$ cat src/rtl/alu_seq_pkg.sv
// Shared constants and types for the ALU operation sequencer:
// ALU select codes, ALUOp encodings, sequencer states and branch kinds.
package alu_seq_pkg;

    localparam logic [3:0] ALU_SEL_AND = 4'd0;
    localparam logic [3:0] ALU_SEL_OR  = 4'd1;
    localparam logic [3:0] ALU_SEL_ADD = 4'd2;
    localparam logic [3:0] ALU_SEL_SUB = 4'd6;

    localparam logic [1:0] ALUOP_MEM = 2'b00;
    localparam logic [1:0] ALUOP_BR  = 2'b01;
    localparam logic [1:0] ALUOP_R   = 2'b10;
    localparam logic [1:0] ALUOP_I   = 2'b11;

    typedef enum logic [1:0] {
        IDLE,
        DRIVE,
        SAMPLE,
        RESP
    } seqStateT;

    typedef enum logic [1:0] {
        NONE,
        BEQ,
        BNE
    } brKindT;

endpackage

$ cat src/rtl/alu_op_decode.sv
// Combinational decode of ALUOp/funct3/funct7[5] into the ALU select,
// an illegal-encoding flag and the branch kind.
module alu_op_decode
    import alu_seq_pkg::*;
(
    input  logic [1:0] aluOp,
    input  logic [2:0] funct3,
    input  logic       funct7b5,
    output logic [3:0] sel,
    output logic       illegal,
    output brKindT     brKind
);

    // Map the instruction fields onto an ALU operation and branch kind
    always_comb begin
        sel     = ALU_SEL_ADD;
        illegal = 1'b0;
        brKind  = NONE;
        case (aluOp)
            ALUOP_MEM: sel = ALU_SEL_ADD;
            ALUOP_BR: begin
                case (funct3)
                    3'b000: begin
                        sel    = ALU_SEL_SUB;
                        brKind = BEQ;
                    end
                    3'b001: begin
                        sel    = ALU_SEL_SUB;
                        brKind = BNE;
                    end
                    default: illegal = 1'b1;
                endcase
            end
            ALUOP_R: begin
                case (funct3)
                    3'b000:  sel = funct7b5 ? ALU_SEL_SUB : ALU_SEL_ADD;
                    3'b111:  sel = ALU_SEL_AND;
                    3'b110:  sel = ALU_SEL_OR;
                    default: illegal = 1'b1;
                endcase
            end
            default: begin
                case (funct3)
                    3'b000:  sel = ALU_SEL_ADD;
                    3'b111:  sel = ALU_SEL_AND;
                    3'b110:  sel = ALU_SEL_OR;
                    default: illegal = 1'b1;
                endcase
            end
        endcase
    end

endmodule

$ cat src/rtl/alu_op_sequencer.sv
// Initiator side of the ALU interface: accepts one decoded operation per
// valid/ready handshake, drives operands/select to the combinational ALU,
// captures result and zero flag, and returns a response.
// Optional: ALU_SEQ_BACK_TO_BACK_EN lets a new request be accepted in the
// same cycle the response completes.
module alu_op_sequencer
    import alu_seq_pkg::*;
#(
    parameter int unsigned N = 32
) (
    input  logic         clk,
    input  logic         rst_n,
    input  logic         req_valid,
    output logic         req_ready,
    input  logic [1:0]   req_alu_op,
    input  logic [2:0]   req_funct3,
    input  logic         req_funct7_5,
    input  logic [N-1:0] req_rs1,
    input  logic [N-1:0] req_rs2,
    input  logic [N-1:0] req_imm,
    output logic [N-1:0] alu_a,
    output logic [N-1:0] alu_b,
    output logic [3:0]   alu_sel,
    input  logic [N-1:0] alu_out,
    input  logic         alu_zflag,
    output logic         rsp_valid,
    input  logic         rsp_ready,
    output logic [N-1:0] rsp_result,
    output logic         rsp_branch_taken,
    output logic         rsp_illegal
);

    seqStateT     state;
    brKindT       brKindQ;
    logic [3:0]   decSel;
    logic         decIllegal;
    brKindT       decBrKind;
    logic         accept;
    logic [N-1:0] operandB;

    alu_op_decode uDecode (
        .aluOp    (req_alu_op),
        .funct3   (req_funct3),
        .funct7b5 (req_funct7_5),
        .sel      (decSel),
        .illegal  (decIllegal),
        .brKind   (decBrKind)
    );

`ifdef ALU_SEQ_BACK_TO_BACK_EN
    assign req_ready = (state == IDLE) || ((state == RESP) && rsp_ready);
`else
    assign req_ready = (state == IDLE);
`endif

    assign rsp_valid = (state == RESP);
    assign accept    = req_valid && req_ready;
    assign operandB  = ((req_alu_op == ALUOP_MEM) || (req_alu_op == ALUOP_I)) ? req_imm : req_rs2;

    // Sequencer FSM: accept -> drive ALU -> sample result -> hold response
    always_ff @(posedge clk or negedge rst_n) begin
        if (!rst_n) begin
            state            <= IDLE;
            brKindQ          <= NONE;
            alu_a            <= '0;
            alu_b            <= '0;
            alu_sel          <= '0;
            rsp_result       <= '0;
            rsp_branch_taken <= 1'b0;
            rsp_illegal      <= 1'b0;
        end else if (accept) begin
            // Acceptance is handled ahead of the state case so the RESP-state
            // back-to-back path shares the exact same capture logic as IDLE.
            if (decIllegal) begin
                rsp_illegal      <= 1'b1;
                rsp_result       <= '0;
                rsp_branch_taken <= 1'b0;
                state            <= RESP;
            end else begin
                alu_a       <= req_rs1;
                alu_b       <= operandB;
                alu_sel     <= decSel;
                brKindQ     <= decBrKind;
                rsp_illegal <= 1'b0;
                state       <= DRIVE;
            end
        end else begin
            case (state)
                IDLE:  state <= IDLE;
                DRIVE: state <= SAMPLE;
                SAMPLE: begin
                    rsp_result <= alu_out;
                    case (brKindQ)
                        BEQ:     rsp_branch_taken <= alu_zflag;
                        BNE:     rsp_branch_taken <= ~alu_zflag;
                        default: rsp_branch_taken <= 1'b0;
                    endcase
                    state <= RESP;
                end
                RESP: begin
                    if (rsp_ready) begin
                        state <= IDLE;
                    end
                end
                default: state <= IDLE;
            endcase
        end
    end

endmodule
$ cat config.mk
export PLATFORM = sky130hd
export DESIGN_NAME = alu_op_sequencer
export DESIGN_NICKNAME = d
export VERILOG_FILES = /design/src/rtl/alu_seq_pkg.sv /design/src/rtl/alu_op_decode.sv /design/src/rtl/alu_op_sequencer.sv
export SDC_FILE = /design/constraint.sdc
export NUM_CORES = 1
export LEC_CHECK = 0
export BUFFER_PORTS_ARGS = -buffer_cell sky130_fd_sc_hd__buf_2
export CAP_MARGIN = 20
export CORE_MARGIN = 2
export CORE_UTILIZATION = 40
export DETAILED_ROUTE_END_ITERATION = 12
export PLACE_DENSITY = 0.74
export SLEW_MARGIN = 20
export SYNTH_ARGS = -nofsm -noshare
export SYNTH_HDL_FRONTEND = slang
export SYNTH_SLANG_ARGS = --single-unit
$ cat constraint.sdc
create_clock -name clk -period 1.9 [get_ports clk]
set_input_delay 0 -clock clk [delete_from_list [all_inputs] [get_ports clk]]
set_output_delay 0 -clock clk [all_outputs]
set_load 0.05 [all_outputs]
==> flow_results.org <==
** Synth
- Flip-flop and latch count after synthesis :: 105
- The top cell type by area accounts for 57.87% of the synthesized area.
- Synth unique cells :: 29
- By area the synthesized netlist is led by sky130_fd_sc_hd__dfrtp_1 58%, sky130_fd_sc_hd__mux2_4 11%, sky130_fd_sc_hd__mux2i_1 7.3%, sky130_fd_sc_hd__a22o_1 6.4%, sky130_fd_sc_hd__o21ai_0 4.2%.
- Counting flops with an async set or reset pin after synthesis yields a share of 100.0%.
- Number of nets in the synthesized netlist :: 486
- Synthesized area divided by synthesized cell count :: 13.35 µm²
- The synthesized netlist occupies a cell area of 0.004541 mm².
- Cell with the most instances after synthesis :: sky130_fd_sc_hd__dfrtp_1
- During synthesis, Yosys emitted a total of 0 warnings.
- Yosys mapped a number of flops with a built-in enable equal to 0.
- Most instantiated cells after synthesis :: 105 x sky130_fd_sc_hd__dfrtp_1, 38 x sky130_fd_sc_hd__o21ai_0, 34 x sky130_fd_sc_hd__mux2_4
- Predominant post-synthesis flop cell :: sky130_fd_sc_hd__dfrtp_1
- The synthesized design spends more area on one cell type than any other, namely sky130_fd_sc_hd__dfrtp_1.
- Cell count after synthesis :: 340
- Part of the Yosys area used for sequential elements :: 57.87%

** Timing
- RSZ-0062 raised after global routing :: false
- In this run the tightest slew margin relative to its limit is 61.22%.
- Total count of max-transition violations in the final report :: 0
- Final critical-path share of the clock period :: 94.52%
- Subtracting the final worst setup slack from the clock period gives 1.796 ns.
- Final-report setup violation count :: 0
- Timing would allow up to 556.8 MHz.
- Worst-margin pin slew :: 0.5695 ns
- Number of failing hold endpoints at the final stage :: 0
- Maximum clock skew at final layout :: 0.004914 ns

** Critical path
- In this run the worst path has a maximum fanout of 37.
- On the worst path, the slowest cell contributes a delay of 0.39 ns.
- On the critical path, the stage with the largest delay is an instance of sky130_fd_sc_hd__dfrtp_1.
- At the worst endpoint, the arrival time is 2.01 ns.
- Data on the critical path is required at its endpoint by 2.11 ns.
- Setup Crit Path Kind :: reg -> reg
- Traced cell by cell, the critical path runs through inv_1 > ha_2 > nand2_2 > or2_4 > buf_12 > mux2_4.
- Count of cells along the worst register-to-register path :: 6
- The critical path crosses 6 cells after its start point.
- STA classifies the critical path endpoint as a flop.
- For flop-to-flop paths, the worst setup slack is 0.10 ns.
- CP delay by family, top :: simple AND/OR/NAND/NOR gates
- Worst Setup Start Kind :: flop
- Sum of buffers and inverters on the critical path :: 2

** Finish
- NumNets Final :: 854
- Post-Layout Inst Area :: 0.007540 mm²
- Share of layout cells above drive strength 1 :: 43.40%
- ANT cells :: 0
- Utilization after layout :: 68.95%
- Area grow syn2layout :: 66.05%

** GRT
- Via count of the first global-routing pass :: 4759
- Global routing used 23.78% of the available tracks across all layers.
- The first global-routing pass estimated 23670 µm of wire.
- For this run the aggregate overflow at the end of global routing stands at 0.
- The number of antenna violations at the first check in global routing is 0.
- Pin count of the biggest net entering global routing :: 55

** Power
- Across the VDD grid, the largest voltage drop is 0.001362 V.
- Combinational cells account for 57.9% of the total power.
- Share of total power consumed by net switching :: 50.86%
- Sequential share of power :: 29.4%
- Clock power frac :: 12.7%
- Summed over all nets, the switching power comes to 0.006652 W.
- Summed over all cells, the static leakage comes to 3.934 nW.
- Total power divided by cell area :: 1735 mW/mm²
- Int Pwr :: 0.006427 W

** Route
- The detailed router placed 4358 vias in this run.
- Drc violations :: 0
- Routed via count divided by cell count :: 5.115
- Wire length per cell after detailed routing :: 17.00 µm
- The detailed router finished its first iteration with 340 violations.
- Final WL :: 14480 µm
- The first detailed-routing pass took 5 iterations.
- Antenna-violating nets left :: 0

** Clock tree
- Clk buf depth :: 2
- Worst-skew pair later-pin latency :: 0.33 ns
- TritonCTS Buffers :: 9
- CTS tree :: built
- Clock-pin slew reported for the worst setup and hold paths after clock tree synthesis :: 0.06 ns
- Maximum level of the CTS H-tree :: 3
- Number of sinks driven by the clock tree :: 105
- CTS placed an instance of sky130_fd_sc_hd__clkbuf_16 at the clock tree root.

** Run
- Number of maximum-capacitance violations :: 0

** Die
- The die covers 0.01222 mm².
- Initial standard-cell utilization of the core :: 41.52%
- Placeable core area :: 0.01094 mm²
- During I/O placement, the number of pins put on the boundary was 243.
- Measured along the x axis, the die boundary spans 110.5 µm.
- The initialized floorplan defines 38 standard-cell rows.
- Die Span Y :: 110.5 µm

** Placed design
- Buffers placed on the I/O ports in this run total 241.
- Detailed placement finished with a half-perimeter wire length of 8612 µm.
- Final weighted congestion in routability-driven placement :: 0.8134
- Cell area after placement :: 0.005912 mm²

** Status
- The flow ran to the end, and the final reports show no timing, DRC or antenna violations.

** Worst hold path
- The worst hold path passes through 3 cells.
- Kind of path behind the tightest hold check :: in -> reg
## cells in the final DEF (no fill, tap or decap), types with 2 or more instances in the layout
master	netlist	layout
sky130_fd_sc_hd__dlygate4sd3_1	0	132
sky130_fd_sc_hd__o21ai_0	38	38
sky130_fd_sc_hd__ha_2	0	2
sky130_fd_sc_hd__dfrtp_1	105	105
sky130_fd_sc_hd__a22o_1	33	33
sky130_fd_sc_hd__nor2_1	3	3
sky130_fd_sc_hd__nand2b_1	3	3
sky130_fd_sc_hd__buf_2	10	240
sky130_fd_sc_hd__clkbuf_16	0	9
sky130_fd_sc_hd__nand2_1	4	3
sky130_fd_sc_hd__o31ai_1	2	2
sky130_fd_sc_hd__inv_1	5	5
sky130_fd_sc_hd__mux2i_4	1	2
sky130_fd_sc_hd__mux2i_1	33	33
sky130_fd_sc_hd__clkinvlp_4	0	2
sky130_fd_sc_hd__buf_4	1	8
sky130_fd_sc_hd__mux2_4	34	34
sky130_fd_sc_hd__buf_12	0	4
sky130_fd_sc_hd__clkinv_2	0	2
sky130_fd_sc_hd__o21ai_1	32	32
sky130_fd_sc_hd__ha_1	7	5
## routing by layer
metal | up-vias | track usage (%) | wire (µm)
met5 | - | 0 | 0
met4 | 0 | 10.33 | 510
met3 | 47 | 4.720 | 876
met2 | 224 | 41.43 | 7414
met1 | 2123 | 28.57 | 5682
li1 | 1964 | - | -
## state kept, by name, summed over array words and instances, names as in the netlist
signal / cells
state: 2
alu_sel: 3
alu_a: 32
rsp_branch_taken: 1
alu_b: 32
brKindQ: 2
rsp_result: 32
rsp_illegal: 1
## tightest hold or removal path: cells and delay by family
family / cells / cell delay (ns)
buf+inv: 1 / 0.07
simple gates: 1 / 0.15
compound gates: 1 / 0.10
## layout make-up
class | instances | area, µm²
clock buffers | 10 | 229.0
repair buffers | 384 | 2663
clock inverters | 5 | 33.78
well taps | 140 | 175.2
fillers | 754 | 3396
multi-input cells | 203 | 1793
inverters | 5 | 18.77
flip-flops and latches | 105 | 2628
## power by group through the flow
stage / logic [W] / clock network, W / registers (W)
2_1_floorplan: 0.00199 / 0 / 0.00732
3_3_place_gp: 0.00707 / 0 / 0.00382
3_5_place_dp: 0.00720 / 0 / 0.00385
4_1_cts: 0.00754 / 0.00171 / 0.00382
5_1_grt: 0.00793 / 0.00180 / 0.00397
6_report: 0.00758 / 0.00166 / 0.00385
## timing repair
action,4_1_cts,5_1_grt
setup buffers,0,1
setup endpoints to repair,33,34
resized for setup,2,1
hold buffers,132,0
cloned,1,0
endpoints found under the hold margin,134,0
## path summary, 6_finish.rpt
path,start,end
min reg2reg,rsp_result[26],rsp_result[26]
max in group asynchronous,rst_n,alu_b[3]
max reg2reg,state[0],alu_a[15]
min,rsp_ready,state[0]
max,state[0],alu_a[15]
min in group asynchronous,rst_n,rsp_result[8]
## logic make-up (layout without fill, tap and decap cells)
logic type                 after synthesis  after routing  synth area share, %
and+or+nand+nor                         14             14                1.571
buffers and inverters                   33            404                3.748
DFF                                    105            105                57.87
muxes                                   69             70                19.26
other                                    1              1              0.08259
AOI/OAI and AO/OA                      111            111                15.54
adders and majority gates                7              7                1.929
## metrics by stage
stage,setup slack (ns),hold slack (ns),setup TNS (ns),cells,power [W]
global placement,-0.01143,-0.01182,-0.01143,703,0.01089
floorplan,0.01065,-0.2956,0,340,0.009314
finish,0.1041,0.04723,0,852,0.01308
global route,0.02412,0.09035,0,852,0.01371
CTS,0.01067,0.04394,0,851,0.01308
detailed placement,-0.08220,0.0003305,-1.955,703,0.01105
No activity file was read; power rests on OpenSTA's default activity.
